==> config.mk <==
export PLATFORM = sky130hd
export DESIGN_NAME = complex_to_mag_axis
export DESIGN_NICKNAME = d
export VERILOG_FILES = /design/src/rtl/complex_to_mag_pkg.sv /design/src/rtl/complex_to_mag_lane.sv /design/src/rtl/complex_to_mag_axis.sv
export SDC_FILE = /design/constraint.sdc
export NUM_CORES = 2
export LEC_CHECK = 0
export BUFFER_PORTS_ARGS = -buffer_cell sky130_fd_sc_hd__buf_4
export CORE_MARGIN = 2
export CORE_UTILIZATION = 50
export CTS_CLUSTER_DIAMETER = 100
export DETAILED_ROUTE_END_ITERATION = 10
export GPL_TIMING_DRIVEN = 0
export PLACE_DENSITY = 0.69
export SLEW_MARGIN = 20
export SYNTH_ARGS = -nofsm -noshare
export SYNTH_HDL_FRONTEND = slang
export SYNTH_SLANG_ARGS = --single-unit
==> constraint.sdc <==
create_clock -name clk_in -period 9.2 [get_ports clk_in]
set_input_delay 0.92 -clock clk_in [delete_from_list [all_inputs] [get_ports clk_in]]
set_output_delay 0.92 -clock clk_in [all_outputs]
set_load 0.01 [all_outputs]
==> src/rtl/complex_to_mag_pkg.sv <==
// Shared types for the multi-lane IQ magnitude pipeline: approximation modes
// and the per-stage sideband carried alongside each beat.
package complex_to_mag_pkg;

  typedef enum logic [1:0] {
    MAG_MODE_Q4   = 2'd0,
    MAG_MODE_Q38  = 2'd1,
    MAG_MODE_ACC  = 2'd2,
    MAG_MODE_RSVD = 2'd3
  } mag_mode_e;

  typedef struct packed {
    mag_mode_e mode;
    logic      last;
  } mag_sb_t;

  localparam int MAG_DEFAULT_DATA_WIDTH = 16;
  localparam int MAG_DEFAULT_NUM_CH     = 4;

endpackage

==> src/rtl/complex_to_mag_lane.sv <==
// One lane of the alpha-max-beta-min datapath: S1 abs, S2 min/max, S3 combine.
// Stage enables come from the top; this block has no handshake of its own.
module complex_to_mag_lane
  import complex_to_mag_pkg::*;
#(
  parameter int DATA_WIDTH = MAG_DEFAULT_DATA_WIDTH
) (
  input  logic                  clk_in,
  input  logic                  rst_n_in,
  input  logic                  s1_en_in,
  input  logic                  s2_en_in,
  input  logic                  s3_en_in,
  input  logic [DATA_WIDTH-1:0] i_in,
  input  logic [DATA_WIDTH-1:0] q_in,
  input  logic [1:0]            mode_in,
  output logic [DATA_WIDTH:0]   mag_out
);

  localparam int OW = DATA_WIDTH + 1;

  logic [DATA_WIDTH-1:0] w_abs_i, w_abs_q;
  logic [DATA_WIDTH-1:0] r_abs_i, r_abs_q, r_max, r_min;
  logic [OW-1:0]         w_max, w_min, w_q4, w_q38, w_acc, w_acc_sel, w_mag, r_mag;

  // Two's-complement negate of the most negative code wraps to 2^(DW-1),
  // which is exactly right when read as unsigned.
  assign w_abs_i = i_in[DATA_WIDTH-1] ? (~i_in + DATA_WIDTH'(1)) : i_in;
  assign w_abs_q = q_in[DATA_WIDTH-1] ? (~q_in + DATA_WIDTH'(1)) : q_in;

  always_ff @(posedge clk_in or negedge rst_n_in) begin
    if (!rst_n_in) begin
      r_abs_i <= '0;
      r_abs_q <= '0;
    end else if (s1_en_in) begin
      r_abs_i <= w_abs_i;
      r_abs_q <= w_abs_q;
    end
  end

  always_ff @(posedge clk_in or negedge rst_n_in) begin
    if (!rst_n_in) begin
      r_max <= '0;
      r_min <= '0;
    end else if (s2_en_in) begin
      r_max <= (r_abs_i >= r_abs_q) ? r_abs_i : r_abs_q;
      r_min <= (r_abs_i >= r_abs_q) ? r_abs_q : r_abs_i;
    end
  end

  assign w_max     = {1'b0, r_max};
  assign w_min     = {1'b0, r_min};
  assign w_q4      = w_max + (w_min >> 2);
  assign w_q38     = w_q4 + (w_min >> 3);
  assign w_acc     = w_max - (w_max >> 3) + (w_min >> 1);
  assign w_acc_sel = (w_acc > w_max) ? w_acc : w_max;

  always_comb begin
    w_mag = w_q4;
    case (mag_mode_e'(mode_in))
      MAG_MODE_Q38: w_mag = w_q38;
      MAG_MODE_ACC: w_mag = w_acc_sel;
      default:      w_mag = w_q4;
    endcase
  end

  always_ff @(posedge clk_in or negedge rst_n_in) begin
    if (!rst_n_in) begin
      r_mag <= '0;
    end else if (s3_en_in) begin
      r_mag <= w_mag;
    end
  end

  assign mag_out = r_mag;

endmodule

==> src/rtl/complex_to_mag_axis.sv <==
// NUM_CH-lane IQ magnitude stage with AXI-Stream handshake and tlast passthrough.
// Optional per-lane frame peak tracking under `COMPLEX_TO_MAG_PEAK_TRACK_EN.
module complex_to_mag_axis
  import complex_to_mag_pkg::*;
#(
  parameter int DATA_WIDTH = MAG_DEFAULT_DATA_WIDTH,
  parameter int NUM_CH     = MAG_DEFAULT_NUM_CH
) (
  input  logic                              clk_in,
  input  logic                              rst_n_in,
  input  logic [1:0]                        mode_in,
  input  logic [NUM_CH*2*DATA_WIDTH-1:0]    s_axis_tdata,
  input  logic                              s_axis_tvalid,
  output logic                              s_axis_tready,
  input  logic                              s_axis_tlast,
  output logic [NUM_CH*(DATA_WIDTH+1)-1:0]  m_axis_tdata,
  output logic                              m_axis_tvalid,
  input  logic                              m_axis_tready,
  output logic                              m_axis_tlast,
  output logic [NUM_CH*(DATA_WIDTH+1)-1:0]  peak_out,
  output logic                              peak_valid_out
);

  localparam int OW = DATA_WIDTH + 1;

  // Handshake: a beat moves on a rising edge where valid && ready. Each stage
  // loads when it is empty or the stage after it loads, so bubbles collapse
  // and s_axis_tready is combinational from m_axis_tready along that chain.
  logic    r_v1, r_v2, r_v3;
  logic    w_en1, w_en2, w_en3;
  mag_sb_t r_sb1, r_sb2;
  logic    r_last3;
  logic [OW-1:0] w_mag [NUM_CH];

  assign w_en3         = !r_v3 || m_axis_tready;
  assign w_en2         = !r_v2 || w_en3;
  assign w_en1         = !r_v1 || w_en2;
  assign s_axis_tready = w_en1;

  always_ff @(posedge clk_in or negedge rst_n_in) begin
    if (!rst_n_in) begin
      r_v1 <= 1'b0;
      r_v2 <= 1'b0;
      r_v3 <= 1'b0;
    end else begin
      if (w_en1) r_v1 <= s_axis_tvalid;
      if (w_en2) r_v2 <= r_v1;
      if (w_en3) r_v3 <= r_v2;
    end
  end

  // Mode travels with its beat so a change only affects later beats.
  always_ff @(posedge clk_in or negedge rst_n_in) begin
    if (!rst_n_in) begin
      r_sb1   <= '0;
      r_sb2   <= '0;
      r_last3 <= 1'b0;
    end else begin
      if (w_en1 && s_axis_tvalid) r_sb1   <= '{mode: mag_mode_e'(mode_in), last: s_axis_tlast};
      if (w_en2 && r_v1)          r_sb2   <= r_sb1;
      if (w_en3 && r_v2)          r_last3 <= r_sb2.last;
    end
  end

  for (genvar k = 0; k < NUM_CH; k++) begin : g_lane
    complex_to_mag_lane #(
      .DATA_WIDTH (DATA_WIDTH)
    ) u_lane (
      .clk_in   (clk_in),
      .rst_n_in (rst_n_in),
      .s1_en_in (w_en1 && s_axis_tvalid),
      .s2_en_in (w_en2 && r_v1),
      .s3_en_in (w_en3 && r_v2),
      .i_in     (s_axis_tdata[k*2*DATA_WIDTH +: DATA_WIDTH]),
      .q_in     (s_axis_tdata[k*2*DATA_WIDTH+DATA_WIDTH +: DATA_WIDTH]),
      .mode_in  (r_sb2.mode),
      .mag_out  (w_mag[k])
    );
    assign m_axis_tdata[k*OW +: OW] = w_mag[k];
  end

  assign m_axis_tvalid = r_v3;
  assign m_axis_tlast  = r_last3;

`ifdef COMPLEX_TO_MAG_PEAK_TRACK_EN
  logic w_hs;
  logic r_peak_valid;

  assign w_hs = r_v3 && m_axis_tready;

  for (genvar k = 0; k < NUM_CH; k++) begin : g_peak
    logic [OW-1:0] r_run, r_peak, w_hi;

    assign w_hi = (r_run > w_mag[k]) ? r_run : w_mag[k];

    // The closing beat is folded into the reported peak, then the frame restarts.
    always_ff @(posedge clk_in or negedge rst_n_in) begin
      if (!rst_n_in) begin
        r_run  <= '0;
        r_peak <= '0;
      end else if (w_hs) begin
        if (r_last3) begin
          r_peak <= w_hi;
          r_run  <= '0;
        end else begin
          r_run  <= w_hi;
        end
      end
    end

    assign peak_out[k*OW +: OW] = r_peak;
  end

  always_ff @(posedge clk_in or negedge rst_n_in) begin
    if (!rst_n_in) r_peak_valid <= 1'b0;
    else           r_peak_valid <= w_hs && r_last3;
  end

  assign peak_valid_out = r_peak_valid;
`else
  assign peak_out       = '0;
  assign peak_valid_out = 1'b0;
`endif

endmodule

==> metrics.md <==
| Metric | Value |
|---|---|
| CP required | `9.66 ns` |
| Final hold slack | `0.346 ns` |
| # hold bufs at CTS | `0` |
| CP bufs+invs | `3` |
| Synth top area cells | `dfrtp_1 (27%), ha_1 (13%), o21ai_0 (5.7%), nand2_1 (4.7%), inv_1 (4.6%)` |
| Vias/cell | `5.78` |
| Max clock buf depth | `3` |
| Main synth FF type | `dfrtp_1` |
| Initial antenna violation count | `1` |
| Setup TNS | `0 ns` |
| Footprint of the multi-input gates | `0.0199 mm²` |
| DR DRC count | `0` |
| Clock sinks | `330` |
| I/O pin count | `275` |
| Worst slew margin | `24.2%` |
| Critical path origin | `g_lane[3].u_lane.r_max[1]$_DFFE_PN0P_` |
| Clock latency at the later pin of the worst-skew pair | `0.58 ns` |
| Placed cells | `4625` |
| Synthesized area | `0.0303 mm²` |
| Synthesis Warnings | `0` |
| Starting Density | `50.4%` |
| Seq/Total Area, Yosys | `27.2%` |
| Fill cells | `5611` |
| Port bufs | `205` |
| Cell Chain, Critical Path | `inv_1 -> fa_1 -> inv_1 -> ha_1 -> a21oi_1 -> o22ai_1 -> a2111oi_0 -> o21bai_1 -> a21oi_1 -> xnor2_1 -> ha_1 -> nand2_1 -> nor3_1 -> nand4_1 -> o32a_1 -> o31ai_1 -> nand2_1 -> o31ai_2 -> buf_6 -> mux2_1 -> a221oi_1 -> nor2_1` |
| R2R depth | `22` |
| Post-synthesis async set-or-reset flop share | `100%` |
| Postcts setup bufs | `0` |
| Num rows | `90` |
| Cell depth of the worst setup path | `22` |
| Pre-CTS setup slack | `3.30 ns` |
| Cell taking the most area after synthesis | `dfrtp_1` |
| Final setup fails | `0` |
| Layout area overhead | `14.2%` |
| Core Area | `0.0601 mm²` |
| Gr usage total | `29.7%` |
| Routed WL | `94000 µm` |
| First-pass GRT wire length | `147000 µm` |
| GPL Wtd Cong | `0.973` |
| CP arrival | `6.53 ns` |
| Unique masters post-synth | `88` |
| Max stage delay on crit path | `0.67 ns` |
| Pre-antenna DRT Iters | `6` |
| Vias | `27200` |
| CTS Buf Count | `41` |
| Post-route setup slack | `3.13 ns` |
| Outcome | `complete, no violations` |
| Die X | `250 µm` |
| RR Startpoint | `g_lane[3].u_lane.r_max[1]$_DFFE_PN0P_` |
| Routed Antenna Nets | `0` |
| Hold Crit Class | `primary input to async pin` |
| CP max-delay cell | `o31ai_2` |
| Worst Tran Pin Value | `1.14 ns` |
| Clock Pin Slew Worst Setup and Hold Paths | `0.06 ns` |
| Nets@finish | `4403` |
| Top delay family on crit path | `compound AO/OA/AOI/OAI gates` |
| Fin crit share | `66.0%` |
| Final max-slew violation count | `0` |
| Syn_area_per_cell | `8.50 µm²` |
| Layout cells sized above 1 | `12.0%` |
| Seq cells post-synth | `330` |
| Vias in the first global route | `26100` |
| DIE AREA | `0.0626 mm²` |
| Root Buffer | `clkbuf_16` |
| Largest net degree at the start of global routing | `97` |
| Number of flops mapped to enable cells by yosys | `0` |
| DR WL/cell | `20.0 µm` |
| Drt initial violations | `2034` |
| Startpoint types | `flop` |
| MaxCap Viol Count | `0` |
| DP HPWL | `75500 µm` |
| H-tree Lvls | `2` |
| Aggregate global routing overflow | `0` |
| Final Non-Filler Cells | `4702` |
| Critical path class | `flop to flop` |
| RSZ-0062 raised after global routing | `false` |
| Top-area cell type share of the netlist area | `27.2%` |
| Critical path peak fanout | `10` |
| Worst setup EP type | `flop` |
| Register area | `0.00826 mm²` |
| Cts repair resizes | `0` |
| Clock Skew | `0.0146 ns` |
| Die height | `250 µm` |
| CTS tree | `yes` |
| Synth Instances | `3567` |
| FMAX | `165 MHz` |
| Fin. Hold Viols | `0` |
| Post-route minimum period | `6.07 ns` |
worst paths after layout:
kind | to | slack [ns]
worst max register to register | g_lane[3].u_lane.mag_out[10]$_DFFE_PN0P_ | 3.13
max in group asynchronous | g_lane[1].u_lane.r_abs_i[15]$_DFFE_PN0P_ | 7.89
worst min-delay path | g_lane[3].u_lane.mag_out[11]$_DFFE_PN0P_ | 0.35
worst min register to register | r_sb2[0]$_DFFE_PN0P_ | 0.46
min in group clk_in | r_sb2[0]$_DFFE_PN0P_ | 0.46
worst max-delay path | g_lane[3].u_lane.mag_out[10]$_DFFE_PN0P_ | 3.13
synth_stat cells, drive strengths merged, types with 45 or more instances:
| cell type | instances |
|---|---|
| mux2i | 107 |
| nand2 | 385 |
| clkbuf | 112 |
| a21oi | 148 |
| ha | 322 |
| buf | 89 |
| a21o | 67 |
| mux2 | 46 |
| nor2 | 189 |
| dfrtp | 330 |
| o21ai | 357 |
| xnor2 | 127 |
| inv | 374 |
| xor2 | 115 |
| or3 | 67 |
| fa | 60 |
| nor3 | 53 |
| o31ai | 45 |
| nand3 | 53 |
area by class of cell:
class / instances / area share (%)
Clock inverter: 15 / 0.596
Timing Repair Buffer: 208 / 4.70
Multi-Input combinational cell: 2729 / 57.3
Clock buffer: 61 / 3.59
Buffer: 201 / 3.03
Inverter: 375 / 4.06
Antenna cell: 1 / 0.00722
Sequential cell: 330 / 23.8
Tap cell: 782 / 2.82
per-layer routing:
metal / vias up / wire [µm] / global-route usage, %
met5: - / 10 / 0
met4: 2 / 3330 / 10.1
met3: 173 / 6830 / 5.29
met2: 884 / 42100 / 47.3
met1: 12900 / 41800 / 40.6
li1: 13200 / - / -
cells in the final DEF (no fill, tap or decap), types with 43 or more instances in the layout:
| cell | count |
|---|---|
| a21o_1 | 67 |
| a21oi_1 | 148 |
| buf_4 | 274 |
| clkbuf_1 | 119 |
| clkbuf_16 | 43 |
| conb_1 | 69 |
| dfrtp_1 | 330 |
| fa_1 | 60 |
| ha_1 | 322 |
| inv_1 | 374 |
| mux2i_1 | 107 |
| nand2_1 | 383 |
| nand3_1 | 53 |
| nor2_1 | 188 |
| nor3_1 | 52 |
| o21ai_0 | 345 |
| o31ai_1 | 44 |
| or3_1 | 67 |
| xnor2_1 | 125 |
| xor2_1 | 115 |
stage by stage:
step,cell area [µm²],util (%)
floorplan,30600,-
global placement,33100,55.0
detailed placement,33200,55.2
CTS,34600,57.6
global route,34600,57.6
finish,34600,57.6
registers in the layout (all words and copies together), names as in the netlist:
name and count:
r_v2 1, g_lane.u_lane.r_min 60, m_axis_tlast 1, r_sb1 3, g_lane.u_lane.r_abs_q 64, r_sb2 3
m_axis_tvalid 1, r_v1 1, g_lane.u_lane.r_max 64, g_lane.u_lane.r_abs_i 64, g_lane.u_lane.mag_out 68
cells by family after synthesis:
kind of cell               share of synthesized area [%]
muxes                                               5.28
AOI/OAI and AO/OA                                   21.6
DFF                                                 27.2
adders and majority gates                           17.2
other                                             0.0124
and+or+nand+nor                                     13.5
buffers and inverters                               8.10
xor gates and xnor gates                            7.04
Power is not shown: default switching activity piles up to over one toggle a cycle in this logic, so the estimate is an artifact.
